[src/rtl/decode_stage_pkg.sv]
// Shared RV64I decode constants: opcodes, immediate formats, NOP word.
package decode_stage_pkg;

    localparam int          XLEN_DEF      = 64;
    localparam logic [31:0] NOP_INSTR_DEF = 32'h0000_0013;  // addi x0,x0,0

    localparam logic [6:0] OPC_LUI       = 7'b0110111;
    localparam logic [6:0] OPC_AUIPC     = 7'b0010111;
    localparam logic [6:0] OPC_JAL       = 7'b1101111;
    localparam logic [6:0] OPC_JALR      = 7'b1100111;
    localparam logic [6:0] OPC_BRANCH    = 7'b1100011;
    localparam logic [6:0] OPC_LOAD      = 7'b0000011;
    localparam logic [6:0] OPC_STORE     = 7'b0100011;
    localparam logic [6:0] OPC_OP_IMM    = 7'b0010011;
    localparam logic [6:0] OPC_OP        = 7'b0110011;
    localparam logic [6:0] OPC_OP_IMM_32 = 7'b0011011;
    localparam logic [6:0] OPC_OP_32     = 7'b0111011;
    localparam logic [6:0] OPC_MISC_MEM  = 7'b0001111;
    localparam logic [6:0] OPC_SYSTEM    = 7'b1110011;

    typedef enum logic [2:0] {
        FMT_R,
        FMT_I,
        FMT_S,
        FMT_B,
        FMT_U,
        FMT_J
    } imm_fmt_t;

    // All legal RV64I major opcodes end in 2'b11, so a full 7-bit match
    // also rejects compressed encodings.
    function automatic logic opcode_legal(input logic [6:0] opc);
        case (opc)
            OPC_LUI, OPC_AUIPC, OPC_JAL, OPC_JALR, OPC_BRANCH, OPC_LOAD,
            OPC_STORE, OPC_OP_IMM, OPC_OP, OPC_OP_IMM_32, OPC_OP_32,
            OPC_MISC_MEM, OPC_SYSTEM: opcode_legal = 1'b1;
            default:                  opcode_legal = 1'b0;
        endcase
    endfunction

endpackage

[src/rtl/decode_stage_if.sv]
// Fetch-to-decode and decode-to-execute handshake bundle.
interface decode_stage_if #(
    parameter int XLEN = 64
);
    logic            in_valid;
    logic            in_ready;
    logic [31:0]     in_instr;
    logic [XLEN-1:0] in_pc;
    logic            out_valid;
    logic            out_ready;
    logic [XLEN-1:0] out_pc;
    logic [31:0]     out_instr;
    logic [4:0]      out_rd;
    logic [XLEN-1:0] out_rs1_val;
    logic [XLEN-1:0] out_rs2_val;
    logic [XLEN-1:0] out_imm;
    logic            out_illegal;

    // Environment side: fetch drives instructions, execute drives out_ready.
    modport master (
        output in_valid, in_instr, in_pc, out_ready,
        input  in_ready, out_valid, out_pc, out_instr, out_rd,
               out_rs1_val, out_rs2_val, out_imm, out_illegal
    );

    // Decode stage side.
    modport slave (
        input  in_valid, in_instr, in_pc, out_ready,
        output in_ready, out_valid, out_pc, out_instr, out_rd,
               out_rs1_val, out_rs2_val, out_imm, out_illegal
    );
endinterface

[src/rtl/decode_stage_imm_gen.sv]
// Combinational immediate extraction: picks the format from the opcode and
// sign-extends from instr[31] to XLEN. R-type and unknown opcodes give 0.
module decode_stage_imm_gen
    import decode_stage_pkg::*;
#(
    parameter int XLEN = XLEN_DEF
) (
    input  logic                   [31:0] instr,
    output logic signed [XLEN-1:0]        imm
);
    imm_fmt_t           fmt;
    logic signed [31:0] imm32;

    // Format select; SYSTEM and MISC-MEM share the I-type layout.
    always_comb begin
        fmt = FMT_R;
        case (instr[6:0])
            OPC_OP_IMM, OPC_OP_IMM_32, OPC_LOAD, OPC_JALR,
            OPC_MISC_MEM, OPC_SYSTEM: fmt = FMT_I;
            OPC_STORE:                fmt = FMT_S;
            OPC_BRANCH:               fmt = FMT_B;
            OPC_LUI, OPC_AUIPC:       fmt = FMT_U;
            OPC_JAL:                  fmt = FMT_J;
            default:                  fmt = FMT_R;
        endcase
    end

    // Assemble the 32-bit immediate, then sign-extend to XLEN.
    always_comb begin
        imm32 = '0;
        case (fmt)
            FMT_I: imm32 = {{20{instr[31]}}, instr[31:20]};
            FMT_S: imm32 = {{20{instr[31]}}, instr[31:25], instr[11:7]};
            FMT_B: imm32 = {{19{instr[31]}}, instr[31], instr[7],
                            instr[30:25], instr[11:8], 1'b0};
            FMT_U: imm32 = {instr[31:12], 12'h000};
            FMT_J: imm32 = {{11{instr[31]}}, instr[31], instr[19:12],
                            instr[20], instr[30:21], 1'b0};
            default: imm32 = '0;
        endcase
        imm = {{(XLEN-32){imm32[31]}}, imm32};
    end
endmodule

[src/rtl/decode_stage.sv]
// RV64I decode stage in front of a 1-cycle synchronous-read register file.
// Holds one instruction, re-reads its operands every cycle and patches the
// register file's write/read collision with a one-entry writeback snoop.
module decode_stage
    import decode_stage_pkg::*;
#(
    parameter int          XLEN      = XLEN_DEF,
    parameter logic [31:0] NOP_INSTR = NOP_INSTR_DEF
) (
    input  logic            clk,
    input  logic            rst_n,
    input  logic            flush,
    decode_stage_if.slave   bus,
    output logic [4:0]      rf_rs1,
    output logic [4:0]      rf_rs2,
    input  logic [XLEN-1:0] rf_data1,
    input  logic [XLEN-1:0] rf_data2,
    input  logic            wb_we,
    input  logic [4:0]      wb_rd,
    input  logic [XLEN-1:0] wb_data
);
    typedef enum logic {EMPTY, FULL} state_t;

    state_t                 state_p1, state_nx;
    logic                   in_ready_c;
    logic                   accept;
    logic signed [XLEN-1:0] imm_p0;

    logic [31:0]            instr_p1;
    logic [XLEN-1:0]        pc_p1;
    logic signed [XLEN-1:0] imm_p1;
    logic                   illegal_p1;
    logic                   byp1_p1, byp2_p1;
    logic [XLEN-1:0]        byp_data1_p1, byp_data2_p1;
    logic                   vld_p1;

    decode_stage_imm_gen #(.XLEN(XLEN)) u_imm_gen (
        .instr (bus.in_instr),
        .imm   (imm_p0)
    );

    // Handshake and next-state: flush wins, otherwise accept refills and a
    // consumed entry without a replacement drains.
    always_comb begin
        in_ready_c = !flush && (state_p1 == EMPTY || bus.out_ready);
        accept     = bus.in_valid && in_ready_c;
        state_nx   = state_p1;
        if (flush)
            state_nx = EMPTY;
        else if (accept)
            state_nx = FULL;
        else if (state_p1 == FULL && bus.out_ready)
            state_nx = EMPTY;
    end

    // Occupancy state register.
    always_ff @(posedge clk or negedge rst_n) begin
        if (!rst_n) state_p1 <= EMPTY;
        else        state_p1 <= state_nx;
    end

    // Capture instruction, PC, immediate and legality on accept; a flush
    // parks a NOP so the register-file address lines go quiet.
    always_ff @(posedge clk or negedge rst_n) begin
        if (!rst_n) begin
            instr_p1   <= NOP_INSTR;
            pc_p1      <= '0;
            imm_p1     <= '0;
            illegal_p1 <= 1'b0;
        end else if (flush) begin
            instr_p1   <= NOP_INSTR;
            imm_p1     <= '0;
            illegal_p1 <= 1'b0;
        end else if (accept) begin
            instr_p1   <= bus.in_instr;
            pc_p1      <= bus.in_pc;
            imm_p1     <= imm_p0;
            illegal_p1 <= !opcode_legal(bus.in_instr[6:0]);
        end
    end

    // Address the register file with the incoming instruction on accept,
    // otherwise keep re-reading the held one so stalls see new writebacks.
    assign rf_rs1 = accept ? bus.in_instr[19:15] : instr_p1[19:15];
    assign rf_rs2 = accept ? bus.in_instr[24:20] : instr_p1[24:20];

    // Collision flags: a write landing on the register being read this edge
    // returns old data from the file, so remember to use the snooped value.
    always_ff @(posedge clk or negedge rst_n) begin
        if (!rst_n) begin
            byp1_p1 <= 1'b0;
            byp2_p1 <= 1'b0;
        end else begin
            byp1_p1 <= wb_we && (wb_rd == rf_rs1) && (rf_rs1 != 5'd0);
            byp2_p1 <= wb_we && (wb_rd == rf_rs2) && (rf_rs2 != 5'd0);
        end
    end

    // Snooped writeback data; only consulted when its flag is set.
    always_ff @(posedge clk) begin
        byp_data1_p1 <= wb_data;
        byp_data2_p1 <= wb_data;
    end

    // ---- stage p1 outputs ----
    assign vld_p1          = (state_p1 == FULL);
    assign bus.in_ready    = in_ready_c;
    assign bus.out_valid   = vld_p1;
    assign bus.out_pc      = pc_p1;
    assign bus.out_instr   = instr_p1;
    assign bus.out_rd      = instr_p1[11:7];
    assign bus.out_imm     = imm_p1;
    assign bus.out_illegal = illegal_p1;
    assign bus.out_rs1_val = (instr_p1[19:15] == 5'd0) ? '0 :
                             (byp1_p1 ? byp_data1_p1 : rf_data1);
    assign bus.out_rs2_val = (instr_p1[24:20] == 5'd0) ? '0 :
                             (byp2_p1 ? byp_data2_p1 : rf_data2);
endmodule

[src/flat_wrapper.sv]
// flat-port wrapper written by rule: the top's interface ports become plain ports
module decode_stage_flat import decode_stage_pkg::*;
#(
    parameter int          XLEN      = XLEN_DEF,
    parameter logic [31:0] NOP_INSTR = NOP_INSTR_DEF
)
  (clk, rst_n, flush, rf_rs1, rf_rs2, rf_data1, rf_data2, wb_we, wb_rd, wb_data, bus_in_valid, bus_in_instr, bus_in_pc, bus_out_ready, bus_in_ready, bus_out_valid, bus_out_pc, bus_out_instr, bus_out_rd, bus_out_rs1_val, bus_out_rs2_val, bus_out_imm, bus_out_illegal);
  decode_stage_if #(.XLEN(XLEN)) bus_i ();
  input  logic clk;
  input  logic rst_n;
  input  logic flush;
  output logic [4:0] rf_rs1;
  output logic [4:0] rf_rs2;
  input  logic [XLEN-1:0] rf_data1;
  input  logic [XLEN-1:0] rf_data2;
  input  logic wb_we;
  input  logic [4:0] wb_rd;
  input  logic [XLEN-1:0] wb_data;
  input wire logic [$bits(bus_i.in_valid)-1:0] bus_in_valid;
  input wire logic [$bits(bus_i.in_instr)-1:0] bus_in_instr;
  input wire logic [$bits(bus_i.in_pc)-1:0] bus_in_pc;
  input wire logic [$bits(bus_i.out_ready)-1:0] bus_out_ready;
  output wire logic [$bits(bus_i.in_ready)-1:0] bus_in_ready;
  output wire logic [$bits(bus_i.out_valid)-1:0] bus_out_valid;
  output wire logic [$bits(bus_i.out_pc)-1:0] bus_out_pc;
  output wire logic [$bits(bus_i.out_instr)-1:0] bus_out_instr;
  output wire logic [$bits(bus_i.out_rd)-1:0] bus_out_rd;
  output wire logic [$bits(bus_i.out_rs1_val)-1:0] bus_out_rs1_val;
  output wire logic [$bits(bus_i.out_rs2_val)-1:0] bus_out_rs2_val;
  output wire logic [$bits(bus_i.out_imm)-1:0] bus_out_imm;
  output wire logic [$bits(bus_i.out_illegal)-1:0] bus_out_illegal;
  assign bus_i.in_valid = bus_in_valid;
  assign bus_i.in_instr = bus_in_instr;
  assign bus_i.in_pc = bus_in_pc;
  assign bus_i.out_ready = bus_out_ready;
  assign bus_in_ready = bus_i.in_ready;
  assign bus_out_valid = bus_i.out_valid;
  assign bus_out_pc = bus_i.out_pc;
  assign bus_out_instr = bus_i.out_instr;
  assign bus_out_rd = bus_i.out_rd;
  assign bus_out_rs1_val = bus_i.out_rs1_val;
  assign bus_out_rs2_val = bus_i.out_rs2_val;
  assign bus_out_imm = bus_i.out_imm;
  assign bus_out_illegal = bus_i.out_illegal;
  decode_stage #(.XLEN(XLEN), .NOP_INSTR(NOP_INSTR)) u_core (.clk(clk), .rst_n(rst_n), .flush(flush), .bus(bus_i), .rf_rs1(rf_rs1), .rf_rs2(rf_rs2), .rf_data1(rf_data1), .rf_data2(rf_data2), .wb_we(wb_we), .wb_rd(wb_rd), .wb_data(wb_data));
endmodule
[config.mk]
export PLATFORM = sky130hd
export DESIGN_NAME = decode_stage_flat
export DESIGN_NICKNAME = d
export VERILOG_FILES = /design/src/rtl/decode_stage_pkg.sv /design/src/rtl/decode_stage_if.sv /design/src/rtl/decode_stage_imm_gen.sv /design/src/rtl/decode_stage.sv /design/src/flat_wrapper.sv
export SDC_FILE = /design/constraint.sdc
export NUM_CORES = 1
export LEC_CHECK = 0
export ABC_AREA = 1
export CORE_AREA = 2 2 232 234
export CTS_BUF_LIST = sky130_fd_sc_hd__clkbuf_4 sky130_fd_sc_hd__clkbuf_8
export CTS_CLUSTER_SIZE = 8
export DETAILED_ROUTE_END_ITERATION = 10
export DIE_AREA = 0 0 234 236
export GPL_TIMING_DRIVEN = 0
export MAX_ROUTING_LAYER = met4
export PLACE_DENSITY = 0.54
export SLEW_MARGIN = 15
export SYNTH_ARGS = -nofsm -noshare
export SYNTH_HDL_FRONTEND = slang
export SYNTH_SLANG_ARGS = --single-unit
[constraint.sdc]
create_clock -name clk -period 2.2 [get_ports clk]
set_clock_uncertainty 0.2 [all_clocks]
set_input_delay 0.33 -clock clk [delete_from_list [all_inputs] [get_ports clk]]
set_output_delay 0.33 -clock clk [all_outputs]
set_load 0.005 [all_outputs]
==> metrics, run 1 <==
run status finished, violations left; failing checks setup timing; Crit. Startpoint u_core.bus.out_instr[21]; IO Port Bufs 604; Sw Ratio 0.322; fraction of registers with async set/reset 0.673; peak supply drop 0.000291 V; Final Instance Area 0.0212 sq mm; Post-Syn Instances 1251; synthesized flop and latch total 196; # rows 85; sequential area share after synthesis 0.458; chip width 234 microns; Internal 7.19 mW; area of the multi-input gates 0.00517 sq mm; top_reg_cell synth dfrtp_1; number of fill cells 5257; Clock Power Share 0.233; fin. max-slew vios 0; Worst Setup Start Kind flip-flop; Final HPWL DP 42000 microns; setup violators final 139; I/O pin total 605; mapped cell area 0.0100 sq mm; largest net degree at the start of global routing 90; Synth area leaders dfrtp_1, nand2_1, mux2_2; detailed-route via count 11500; worst hold path type in2reg; global-route usage over all layers 0.206; combinational fraction of design power 0.385; critical path arrival 2080 ps; main combinational cell family by area after synthesis simple AND/OR/NAND/NOR gates; Area Overhead vs Synth 112%; sw power 3.42 mW; crit path max fanout 6; total CTS buffers 17; Leak Pwr 10.7 nW; register area 0.00460 sq mm; Root Buffer clkbuf_8; synth cell count leaders nand2_1, inv_1, dfrtp_1; layout cell share with drive strength beyond 1 0.404; syn nets 1550; Reg-to-Reg Start u_core.bus.out_valid; Non-Filler Instances 2806; TritonCTS clock tree built; final setup margin -412 ps; Clock Path Buffers 2; mux share of post-synthesis cell area 0.144; first-pass GRT wire length 79500 microns; Slew HR 0.609; Post-Synth Simple-Gate Area 0.250; initial antenna violation count 18; PwrDens 499 mW/mm^2; Hold Path Origin bus_in_pc[24]; crit end category output port; top cell type's share of synthesized area 0.322; final global-route overflow total 0; Setup CP Type reg2out; die area 0.0552 sq mm; H-tree Lvls 4; final hold viol count 0; clk sink count 196; core area 0.0531 sq mm; post-synthesis compound-gate area fraction 0.0275; number of synthesized flops with an enable pin 0; CP Data Required Time 1670 ps; routability cong. 0.928; number of synthesis warnings 0; DRT Pass-1 Iters 5; RSZ-0062 raised after global routing true; DP Cell Count 2552; average wire per standard cell 20.3 microns; height of the die 236 microns; cell with the most instances after synthesis nand2_1; adder-cell share of the synthesized area 0; Max Freq 383 MHz; Avg Inst Size Synth 8.00 sq um; clock slew at reported path FFs 120 ps; leading area contributor after synthesis dfrtp_1; fin util 0.400; Initial Utilization 0.189; xor-xnor portion of the synthesized cell area 0; Antenna Nets Post-Route 0; Flop pwr share 0.382; Post-DP Area 0.0170 sq mm; crit share post-route 1.19; number of library cell types mapped by synthesis 30; Max-cap violations 0; Iteration-0 DRC Markers 438; number of remaining DRC errors 0; vias per cell 4.10; final worst path period need 2610 ps; actual slew at the worst max-slew pin 586 ps; final WL 57100 microns; Min Hold Slack 82.2 ps; Clk Latency, worst-skew pair 560 ps; nets@finish 2384; vias in the first global route 11900
## cells in the final DEF (no fill, tap or decap), drive strengths merged
master | synthesis | routed
nand2 | 520 | 524
clkdlybuf4s50 | 0 | 416
buf | 67 | 372
inv | 175 | 179
dfrtp | 129 | 129
mux2 | 128 | 128
dfxtp | 64 | 64
dlygate4sd3 | 0 | 61
clkbuf | 28 | 55
nor2 | 42 | 42
nand3 | 27 | 27
a21oi | 18 | 18
o21ai | 17 | 17
nor3 | 14 | 14
diode | 0 | 13
dlygate4sd2 | 0 | 10
nand4 | 8 | 8
clkinv | 0 | 7
clkdlybuf4s15 | 0 | 5
o22ai | 4 | 4
a22o | 4 | 4
dlymetal6s2s | 0 | 4
dfstp | 3 | 3
o22a | 2 | 2
clkinvlp | 0 | 2
and2 | 1 | 1
bufinv | 0 | 1
## layout make-up
cell class	instances	share of cell area
Multi-Input combinational cell	789	0.244
Sequential cell	196	0.217
Antenna cell	13	0.00153
Timing Repair Buffer	818	0.401
Clock buffer	17	0.0110
Buffer	88	0.0464
Tap cell	696	0.0410
Clock inverter	14	0.00713
Inverter	175	0.0314
## worst max-delay path, cell delays in order (launching register included)
cell and delay, ps:
dfrtp_2 450, nor3_4 230, buf_6 190, nand2_8 120, clkbuf_16 190, buf_8 130
nand2_4 50, inv_2 30, buf_6 100
## sequential cells by signal, indices dropped and copies added (netlist names)
register and cells:
u_core.bus.out_pc 64, u_core.byp2_p1 1, u_core.bus.out_valid 1, u_core.bus.out_illegal 1, u_core.bus.out_imm 32, u_core.byp_data1_p1 64, u_core.byp1_p1 1, u_core.bus.out_instr 32
## worst paths after layout
kind / endpoint / slack, ps / cells past startpoint
max: bus_out_rs2_val[52] / -410 / 8
min: u_core.bus.out_pc[24] / 80 / 3
max reg2reg: u_core.bus.out_pc[27] / 130 / 10
min reg2reg: u_core.bus.out_pc[19] / 290 / 2
max in group asynchronous: u_core.bus.out_pc[50] / 1150 / 3
min in group asynchronous: u_core.bus.out_instr[4] / 140 / 2
## power groups by stage
stage	clock network, mW	logic [mW]	registers [mW]
floorplan	0	0.839	4.09
global placement	0	2.82	4.11
detailed placement	0	2.84	4.11
CTS	2.60	3.77	4.05
global route	2.72	4.35	4.08
finish	2.47	4.08	4.05
## stage by stage
step	TNS [ps]	total power, mW	setup slack, ps
global route	-59140	11.1	-540
CTS	-58790	10.4	-502
floorplan	0	4.93	414
finish	-43050	10.6	-412
detailed placement	-148300	6.95	-918
global placement	-811320	6.93	-5140
## per-layer routing
| layer | part of all wire | GRT usage | wire length [microns] | vias up |
|---|---|---|---|---|
| met1 | 0.38 | 0.222 | 21800 | 5533 |
| met2 | 0.52 | 0.356 | 29500 | 439 |
| met5 | 0 | - | 0 | - |
| met3 | 0.072 | 0.0613 | 4130 | 73 |
| li1 | - | - | - | 5464 |
| met4 | 0.027 | 0.0758 | 1550 | 0 |
## cell families (layout without fill, tap and decap cells)
family / count (synthesis) / count (layout)
multiplexers: 128 / 128
flip-flops: 196 / 196
other: 0 / 13
AO/OA/AOI/OAI: 45 / 45
AND/OR/NAND/NOR: 612 / 616
buffers and inverters: 270 / 1112
## repair_timing
action,CTS,global route
hold buffers,62,0
setup endpoints to repair,217,222
setup buffers,128,24
cloned,23,3
endpoints found under the hold margin,193,0
pin swaps,99,69
resized for setup,1112,317
No activity file was read; power rests on OpenSTA's default activity.
==> run 2: changes to the inputs <==
CORE_AREA = 2 2 237 239   (was 2 2 232 234)
DIE_AREA = 0 0 239 241   (was 0 0 234 236)
PLACE_DENSITY = 0.55   (was 0.54)
SYNTH_HIERARCHICAL = 1   (was unset)
==> metrics, run 2 <==
leading area contributor after synthesis dfrtp_1; synth cell count leaders nand2_1, inv_1, dfrtp_1; cell with the most instances after synthesis nand2_1; Root Buffer clkbuf_8; height of the die 241 microns; synthesized flop and latch total 228; clock slew at reported path FFs 50 ps; Leak Pwr 11.2 nW; Final HPWL DP 44600 microns; fraction of registers with async set/reset 0.719; Worst R2R Setup Slack 90 ps; Non-Filler Instances 2913; Avg Inst Size Synth 8.62 sq um; I/O pin total 605; total negative slack -44940 ps; number of synthesis warnings 6; vias in the first global route 12600; CP Data Required Time 1670 ps; chip width 239 microns; Iteration-0 DRC Markers 496; layout cell share with drive strength beyond 1 0.364; core area 0.0549 sq mm; die area 0.0576 sq mm; Largest stage delay, worst path 420 ps; top_reg_cell synth dfrtp_1; vias per cell 4.25; Setup CP Type reg2out; Area Overhead vs Synth 96.1%; Slew HR 0.607; DP Cell Count 2631; mapped cell area 0.0114 sq mm; largest net degree at the start of global routing 98; Antenna Nets Post-Route 0; first-pass GRT wire length 81700 microns; Initial Utilization 0.208; PwrDens 634 mW/mm^2; worst hold path type in2async; Clock Path Buffers 3; H-tree Lvls 2; Post-Syn Instances 1322; total CTS buffers 47; final WL 59700 microns; clk sink count 228; critical path arrival 2090 ps; Max Freq 381 MHz; Setup WS pre-CTS -1190 ps; commonest non-fill, non-tap cell in the layout clkdlybuf4s50_1; # rows 86; DRT Pass-1 Iters 5; global-route usage over all layers 0.200; crit-path cells nor3_4, buf_6, nand3_4, clkbuf_16, buf_8, nand2_2, inv_2, buf_6; final hold viol count 0; number of synthesized flops with an enable pin 0; final global-route overflow total 0; routability cong. 0.885; top cell type's share of synthesized area 0.353; setup violators final 137; detailed-route via count 12400; initial antenna violation count 27; average wire per standard cell 20.5 microns; number of library cell types mapped by synthesis 27; Max-cap violations 0; most frequent cells in the layout clkdlybuf4s50_1, nand2_1, dfrtp_1; crit end category output port; RSZ-0062 raised after global routing true; TritonCTS clock tree built; syn nets 1621; Synth area leaders dfrtp_1, nand2_1, mux2_2; nets@finish 2450; peak supply drop 0.000327 V; crit share post-route 1.19; final setup margin -423 ps; sequential area share after synthesis 0.473; most frequent CP cell buf_6; failing checks setup timing; number of remaining DRC errors 0; Worst Setup Start Kind flip-flop; fin. max-slew vios 0; Total Power 14.2 mW; Clk Latency, worst-skew pair 610 ps; actual slew at the worst max-slew pin 589 ps; IO Port Bufs 604; run status finished, violations left; Slowest-stage cell, CP dfrtp_2; final worst path period need 2620 ps; crit path max fanout 5
==> run 2: worst paths after layout <==
check / endpoint / cells after the start / startpoint
worst max-delay path: bus_out_rs1_val[19] / 8 / u_core/bus.out_instr[17]
worst min-delay path: u_core/bus.out_imm[52] / 2 / rst_n
worst max register to register: u_core/bus.out_instr[17] / 8 / u_core/bus.out_valid
worst min register to register: u_core/bus.out_pc[60] / 2 / u_core/bus.out_pc[60]
max in group asynchronous: u_core/bus.out_pc[27] / 3 / rst_n
min in group clk: u_core/bus.out_pc[6] / 3 / bus_in_pc[6]
==> run 2: logic make-up (layout without fill, tap and decap cells) <==
kind of cell	count (synthesis)	count (layout)	share of synthesized area
and+or+nand+nor	543	546	0.192
buffers and inverters	293	1152	0.124
DFF	228	228	0.473
AOI/OAI and AO/OA	130	130	0.0854
muxes	128	128	0.126
other	0	25	0
==> run 2: repair_timing <==
| action | in CTS | in global routing |
|---|---|---|
| buffers inserted | 57 | 20 |
| gates resized for setup | 807 | 314 |
| endpoints found under the hold margin | 181 | 0 |
| gates cloned | 10 | 5 |
| hold buffers | 96 | 0 |
| setup endpoints to repair | 188 | 172 |
| pin swaps | 55 | 79 |
==> run 2: where the power goes <==
part           switching [mW]  internal [mW]
Sequential              0.199           4.48
Clock                    2.05           3.06
Combinational            1.87           2.50
==> run 2: cell type report <==
cell class | instances | area, sq um
fillers | 5415 | 32500
repair buffers | 780 | 7770
multi-input cells | 804 | 5470
flip-flops and latches | 228 | 5390
plain buffers | 108 | 1010
clock buffers | 71 | 896
well taps | 704 | 881
inverters | 182 | 701
clock inverters | 11 | 164
diodes | 25 | 62.6
==> run 2: metrics by stage <==
| step | hold WS (ps) | utilization | area [sq um] |
|---|---|---|---|
| 6_report | 57.7 | 0.407 | 22400 |
| 5_1_grt | 36.4 | 0.407 | 22400 |
| 4_1_cts | 0.945 | 0.390 | 21400 |
| 3_5_place_dp | 135 | 0.335 | 18400 |
| 3_3_place_gp | 262 | 0.334 | 18300 |
| 2_1_floorplan | -166 | - | 11400 |
==> run 2: layer usage <==
| layer | GRT usage | wire [microns] |
|---|---|---|
| met1 | 0.206 | 21700 |
| met2 | 0.338 | 30500 |
| met3 | 0.0727 | 5110 |
| met4 | 0.0987 | 2340 |
| met5 | - | 0 |
==> run 2: worst max-delay path, delay by kind of cell, from the launching register on <==
family                 cells  cell delay (ps)
and+or+nand+nor            3              420
buffers and inverters      5              620
DFF                        1              420
==> run 3: changes to the inputs <==
CELL_PAD_IN_SITES_DETAIL_PLACEMENT = 1   (was unset)
CELL_PAD_IN_SITES_GLOBAL_PLACEMENT = 2   (was unset)
CORE_AREA = 2 2 238 240   (was 2 2 237 239)
DIE_AREA = 0 0 240 242   (was 0 0 239 241)
PLACE_DENSITY = 0.85   (was 0.55)
==> metrics, run 3 (synthesis gave the netlist of run 2 again) <==
Hold Path Sink u_core/bus.out_instr[6]; detailed-route via count 12700; final global-route overflow total 0; clk sink count 228; chip width 240 microns; die area 0.0581 sq mm; commonest non-fill, non-tap cell in the layout clkdlybuf4s50_1; Worst R2R Setup Slack 90 ps; Slew HR 0.578; H-tree Lvls 2; critical path arrival 2220 ps; Root Buffer clkbuf_8; Slowest-stage cell, CP dfrtp_2; Antenna Nets Post-Route 0; run status finished, violations left; crit-path cells nor3_4, buf_12, nand3_4, buf_12, clkbuf_16, nand2_1, inv_1, dlygate4sd2_1; Iteration-0 DRC Markers 447; Max Freq 363 MHz; register area 0.00540 sq mm; PwrDens 633 mW/mm^2; worst hold path type in2reg; Max-cap violations 0; Hold Path Origin bus_in_instr[6]; Leak Pwr 11.2 nW; actual slew at the worst max-slew pin 633 ps; # rows 87; crit end category output port; Largest stage delay, worst path 450 ps; total CTS buffers 46; fin util 0.401; layout cell share with drive strength beyond 1 0.377; Clk Latency, worst-skew pair 600 ps; failing checks setup timing; I/O pin total 605; average wire per standard cell 21.2 microns; Reg-to-Reg Start u_core/bus.out_valid; clock slew at reported path FFs 70 ps; routability cong. 0.874; Setup WS pre-CTS -1180 ps; Initial Utilization 0.205; initial antenna violation count 16; fin. max-slew vios 0; final setup margin -551 ps; hold depth 3; core area 0.0557 sq mm; most frequent cells in the layout clkdlybuf4s50_1, nand2_1, dfrtp_1; Total Power 14.2 mW; global-route usage over all layers 0.206; Area Overhead vs Synth 96.3%; TritonCTS clock tree built; number of fill cells 6410; final WL 62500 microns; area of the multi-input gates 0.00547 sq mm; most frequent CP cell buf_12; peak supply drop 0.000437 V; reg-to-reg endpoint u_core/byp1_p1; largest net degree at the start of global routing 90; CP Data Required Time 1670 ps; height of the die 242 microns; Final HPWL DP 44300 microns; crit share post-route 1.25; Clock Path Buffers 3; CP Buf/Inv Count 5; Min Hold Slack 45.0 ps; RSZ-0062 raised after global routing true; vias per cell 4.28; setup violators final 138; cell family with most CP delay buffers and inverters; vias in the first global route 13800; final worst path period need 2750 ps; DRT Pass-1 Iters 4; total negative slack -55150 ps; IO Port Bufs 604; number of remaining DRC errors 0; reg2reg path depth 14; nets@finish 2451; Setup CP Type reg2out; Worst Setup Start Kind flip-flop; first-pass GRT wire length 87700 microns; final hold viol count 0; crit path max fanout 10
==> run 3: power breakdown <==
group / switching (mW) / internal [mW] / total [mW]
registers: 0.196 / 4.48 / 4.68
clock network: 2.05 / 2.84 / 4.88
logic: 1.98 / 2.61 / 4.59
==> run 3: repair_timing <==
action	in CTS	in global routing
endpoints found under the setup margin	182	186
hold buffers	60	1
cloned	10	3
gates resized for setup	816	296
hold endpoints to repair	134	1
pin swaps	61	57
setup buffers	80	37
==> run 3: worst max path at each step <==
stage | startpoint | endpoint | slack, ps | depth (start not counted)
floorplan | bus_in_instr[3] | u_core/bus.out_imm[32] | 70 | 10
global placement | rst_n | u_core/bus.out_pc[27] | -6440 | 1
detailed placement | bus_in_instr[3] | u_core/bus.out_imm[46] | -1180 | 11
CTS | u_core/bus.out_instr[18] | bus_out_rs1_val[52] | -590 | 8
global route | u_core/bus.out_instr[17] | bus_out_rs1_val[18] | -650 | 9
finish | u_core/bus.out_instr[17] | bus_out_rs1_val[27] | -550 | 8
==> run 3: worst min-delay path: stages <==
cell,delay (ps)
dlymetal6s2s_1,230
inv_1,120
o21ai_0,90
==> run 3: stage by stage <==
stage	area (sq um)	cells
floorplan	11400	1322
global placement	18400	2682
detailed placement	18400	2683
CTS	21400	2917
global route	22400	2953
finish	22400	2956
==> run 3: area by class of cell <==
| cell class | instances | area share |
|---|---|---|
| Timing Repair Buffer | 784 | 0.349 |
| Multi-Input combinational cell | 803 | 0.245 |
| Sequential cell | 228 | 0.241 |
| Buffer | 107 | 0.0449 |
| Tap cell | 756 | 0.0423 |
| Clock buffer | 74 | 0.0405 |
| Inverter | 182 | 0.0311 |
| Clock inverter | 10 | 0.00470 |
| Antenna cell | 12 | 0.00134 |
==> run 3: metal layers <==
metal / GRT usage / vias up / routed length (microns)
li1: - / 5821 / -
met1: 0.211 / 6195 / 22700
met2: 0.361 / 505 / 32100
met3: 0.0562 / 142 / 4460
met4: 0.101 / 0 / 3210
met5: - / - / 0
